<file path="config.mk">
export PLATFORM = sky130hd
export DESIGN_NAME = frame_fill
export DESIGN_NICKNAME = d
export VERILOG_FILES = /design/src/rtl/frame_fill.sv
export SDC_FILE = /design/constraint.sdc
export NUM_CORES = 1
export LEC_CHECK = 0
export ABC_AREA = 1
export CAP_MARGIN = 0
export CORE_ASPECT_RATIO = 2
export CORE_MARGIN = 2
export CORE_UTILIZATION = 45
export DETAILED_ROUTE_END_ITERATION = 6
export PLACE_DENSITY = 0.71
export SETUP_SLACK_MARGIN = 0.15
export SLEW_MARGIN = 0
export SYNTH_ARGS = -nofsm -noshare
export SYNTH_HDL_FRONTEND = slang
export SYNTH_SLANG_ARGS = --single-unit
</file>
<file path="constraint.sdc">
create_clock -name clock -period 4.6 [get_ports clock]
set_clock_uncertainty 0.1 [all_clocks]
set_input_delay 0.46 -clock clock [delete_from_list [all_inputs] [get_ports clock]]
set_output_delay 0.46 -clock clock [all_outputs]
set_load 0.01 [all_outputs]
</file>
<file path="src/rtl/frame_fill.sv">
// Rectangle-fill write engine for the display buffer: clips each command to the
// active area and streams one pixel write per accepted cycle, row-major.
module frame_fill #(
  parameter int H_ACTIVE    = 640,
  parameter int V_ACTIVE    = 480,
  parameter int PIXEL_WIDTH = 24
) (
  input  logic                   clock,
  input  logic                   reset,
  input  logic                   cmd_valid,
  output logic                   cmd_ready,
  input  logic [9:0]             cmd_x0,
  input  logic [9:0]             cmd_y0,
  input  logic [9:0]             cmd_x1,
  input  logic [9:0]             cmd_y1,
  input  logic [PIXEL_WIDTH-1:0] cmd_color,
  output logic                   wr_en,
  input  logic                   wr_ready,
  output logic [19:0]            wr_address,
  output logic [PIXEL_WIDTH-1:0] wr_data,
  output logic                   done,
  output logic                   empty_cmd,
  output logic [19:0]            pixel_count
);

  localparam logic [1:0] IDLE = 2'd0;
  localparam logic [1:0] FILL = 2'd1;
  localparam logic [1:0] DONE = 2'd2;

  localparam logic [9:0] H_LIM = 10'(H_ACTIVE);
  localparam logic [9:0] V_LIM = 10'(V_ACTIVE);
  localparam logic [9:0] H_MAX = 10'(H_ACTIVE - 1);
  localparam logic [9:0] V_MAX = 10'(V_ACTIVE - 1);

  logic [1:0]             state;
  logic [9:0]             x0_q;
  logic [9:0]             cx1;
  logic [9:0]             cy1;
  logic [9:0]             cur_x;
  logic [9:0]             cur_y;
  logic [PIXEL_WIDTH-1:0] color_q;
  logic [19:0]            counter;

  logic                   cmd_empty;
  logic [9:0]             clip_x1;
  logic [9:0]             clip_y1;
  logic                   last_x;
  logic                   last_y;
  logic [19:0]            counter_nxt;

  always_comb begin
    cmd_empty   = (cmd_x0 > cmd_x1) || (cmd_y0 > cmd_y1) ||
                  (cmd_x0 >= H_LIM) || (cmd_y0 >= V_LIM);
    clip_x1     = (cmd_x1 > H_MAX) ? H_MAX : cmd_x1;
    clip_y1     = (cmd_y1 > V_MAX) ? V_MAX : cmd_y1;
    last_x      = (cur_x == cx1);
    last_y      = (cur_y == cy1);
    counter_nxt = counter + 20'd1;
  end

  // The cursor is the write address, so it only moves when a write is taken.
  assign wr_address = {cur_y, cur_x};
  assign wr_data    = color_q;

  always_ff @(posedge clock or negedge reset) begin
    if (!reset) begin
      state       <= IDLE;
      cmd_ready   <= 1'b0;
      wr_en       <= 1'b0;
      done        <= 1'b0;
      empty_cmd   <= 1'b0;
      pixel_count <= '0;
      x0_q        <= '0;
      cx1         <= '0;
      cy1         <= '0;
      cur_x       <= '0;
      cur_y       <= '0;
      color_q     <= '0;
      counter     <= '0;
    end else begin
      case (state)
        IDLE: begin
          cmd_ready <= 1'b1;
          done      <= 1'b0;
          empty_cmd <= 1'b0;
          if (cmd_valid && cmd_ready) begin
            cmd_ready <= 1'b0;
            x0_q      <= cmd_x0;
            cx1       <= clip_x1;
            cy1       <= clip_y1;
            color_q   <= cmd_color;
            counter   <= '0;
            if (cmd_empty) begin
              state       <= DONE;
              done        <= 1'b1;
              empty_cmd   <= 1'b1;
              pixel_count <= '0;
            end else begin
              state <= FILL;
              wr_en <= 1'b1;
              cur_x <= cmd_x0;
              cur_y <= cmd_y0;
            end
          end
        end
        FILL: begin
          if (wr_en && wr_ready) begin
            counter <= counter_nxt;
            if (!last_x) begin
              cur_x <= cur_x + 10'd1;
            end else if (!last_y) begin
              cur_x <= x0_q;
              cur_y <= cur_y + 10'd1;
            end else begin
              wr_en       <= 1'b0;
              state       <= DONE;
              done        <= 1'b1;
              pixel_count <= counter_nxt;
            end
          end
        end
        DONE: begin
          done      <= 1'b0;
          empty_cmd <= 1'b0;
          cmd_ready <= 1'b1;
          state     <= IDLE;
        end
        default: state <= IDLE;
      endcase
    end
  end

endmodule

</file>
==> run metrics <==
Crit path top cell by count nand2_1; synthesized flop and latch total 120; Storage cell area 3000 µm²; I/O pins 136; final worst path period share 0.695; Yosys top cell by area dfrtp_1; WL per Instance 14.6 µm; die footprint 16300 µm²; initial core utilization 0.462; cell row count 63; Syn Nets 1021; Critical Path End Type register; RSZ-0062 raised after global routing no; CP Max Fanout 19; CTS tree yes; Cell Count Post-Placement 1233; Yosys top cell area share 0.439; vias 6395; max_cap viols 0; Worst EP arrival 3.45 ns; Synthesis Warnings 0; antenna-violating nets left 0; status completed; drt drc 0; Clock Tree Root clkbuf_16; hpwl dp 13.4 mm; pre-CTS setup slack 1.38 ns; total power 5100 µW; initial antenna violation count 0; sequential area share after synthesis 0.439; share of post-route cells with drive strength above 1 0.0626; Post-CTS Setup Bufs 0; GR peak layer met2; setup_tns 0 ns; Total Wirelength 18.5 mm; First-pass DRT Iterations 7; most common cell after layout, fill and taps aside nand2_1; peak supply drop 0.409 mV; f_max 313 MHz; Crit path max-delay family simple AND/OR/NAND/NOR gates; area of the multi-input gates 3280 µm²; Port Buffer Count 135; CTS Buf Count 17; Layout Cells excl Fill 1266; number of global-route vias before repair 6460; clk buf depth 2; Worst-path clk slew 0.06 ns; fillers 1413; first-pass GRT wire length 30.5 mm; synthesis-to-finish area growth 31.0%; Setup crit start kind register; GRT Total Usage 0.237; Vert. Die Dim 178 µm; Final Max Tran Viols 0; max_slew headroom 0.356; GRT met3 Usage 0.0444; RD Place Congestion 0.919; critical path class register to register; post_cts resized 0; commonest cells after routing, fill and taps aside nand2_1, clkdlybuf4s50_1, dfrtp_1, inv_1, nor2_1; Leak Pwr 0.00450 µW; Syn Area/Cell 7.39 µm²; minimum clock period 3.20 ns; post-layout util 0.605; Crit path required time 4.85 ns; Netlist cell types 36; met1 Track Usage GR 0.234; worst-path cell chain inv_1 -> ha_1 -> nor2_1 -> nor2_2 -> inv_2 -> o21ai_1 -> nand2_1 -> inv_2 -> nand2_1 -> nand2_1; PwrDens 569 nW/µm²; Final WS setup 1.40 ns; H-tree depth 4; DRT iter0 DRCs 341; number of diodes 0; clk sinks 120; Mapped Area 6840 µm²; Nets 1153; Mapped Cells 926; clk_lat worst skew 0.42 ns; count of final setup violators 0; Vias/cell 5.05; crit path buf inv count 3; pin count of the biggest net entering global routing 56; Min-Delay Path Class register to register; Worst path slowest cell nor2_2; Slew @ Worst Pin 0.966 ns; gr ovfl total 0; CP max stage delay 0.64 ns; final hold violation count 0; ranking of synthesized cells by area dfrtp_1, nand2_1, inv_1; met2 Track Usage GR 0.456; Core Box Area 14800 µm²; chip width 91.2 µm
==> synthesized netlist by cell type <==
library cell  number
buf_6              3
nand2_4            2
dfrtp_1          120
buf_2              4
o211ai_1           4
inv_2              8
a22oi_1            7
nand3_4            2
nor3_1             6
xnor2_1            4
buf_4              3
a2bb2oi_1          1
a21o_1             2
a41oi_1            1
a21boi_0           1
nand2_2            4
mux2i_1            6
nor2_8             1
nand2_1          365
nor2_1            58
nand4_1            9
o21ai_0           51
o21ai_1            1
nand3b_1           1
o21bai_1           2
o21ai_2            5
nor2_4             1
o22ai_1            2
clkbuf_1          18
inv_1            102
a21oi_1           23
buf_1              2
xor2_1            19
nand3_1           56
ha_1              27
nor2_2             5
==> layer usage <==
metal  up-vias  share of wire
li1       3169              -
met1      2979           0.36
met2       188           0.56
met3        59          0.037
met4         0          0.044
met5         -              0
==> registers in the layout, indices dropped and copies added, names as in the netlist <==
name,cells
wr_data,24
counter,20
pixel_count,20
cur_x,10
cur_y,10
cx1,10
cy1,10
x0_q,10
state,2
cmd_ready,1
done,1
empty_cmd,1
wr_en,1
==> per-stage QoR <==
step | instance area (µm²) | hold WS, ns
3_3_place_gp | 8340 | 0.353
3_5_place_dp | 8340 | 0.357
6_report | 8970 | 0.365
2_1_floorplan | 6840 | 0.0644
5_1_grt | 8970 | 0.388
4_1_cts | 8970 | 0.371
==> path summary, 6_finish.rpt <==
path                                 startpoint         endpoint  slack [ns]  depth (start not counted)
worst min register to register  pixel_count[17]  pixel_count[17]        0.36                          2
worst min-delay path            pixel_count[17]  pixel_count[17]        0.36                          2
min in group asynchronous                 reset      wr_data[14]        0.48                          2
worst max-delay path                   state[1]         cur_x[3]        1.40                         10
max in group asynchronous                 reset            wr_en        2.94                          3
worst max register to register         state[1]         cur_x[3]        1.40                         10
==> cell families after synthesis <==
logic type,count (synthesis),synth area share
muxes,6,0.00878
AOI/OAI and AO/OA,100,0.0832
xor gates and xnor gates,23,0.0294
and+or+nand+nor,510,0.308
buffers and inverters,140,0.0825
adders and majority gates,27,0.0494
DFF,120,0.439
==> power by group <==
part	switching (µW)	total, µW	internal (µW)
combinational	1160	2000	838
sequential	318	1710	1390
clock	493	1400	902
==> layout make-up <==
cell class,instances,area share
timing repair buffer,143,0.157
multi-input combinational,666,0.366
tap,195,0.0272
sequential,120,0.335
clock inverter,13,0.0200
clock buffer,19,0.0483
inverter,110,0.0461
==> worst reg2reg max path, stage by stage (launching register included) <==
cell,delay (ns)
dfrtp_1,0.40
inv_1,0.11
ha_1,0.62
nor2_1,0.23
nor2_2,0.64
inv_2,0.18
o21ai_1,0.17
nand2_1,0.27
inv_2,0.27
nand2_1,0.09
nand2_1,0.06
==> timing repair <==
action | CTS | global route
hold buffers | 1 | 0
hold endpoints to repair | 46 | 0
setup endpoints to repair | 0 | 0
(Power assumes the default switching activity.)
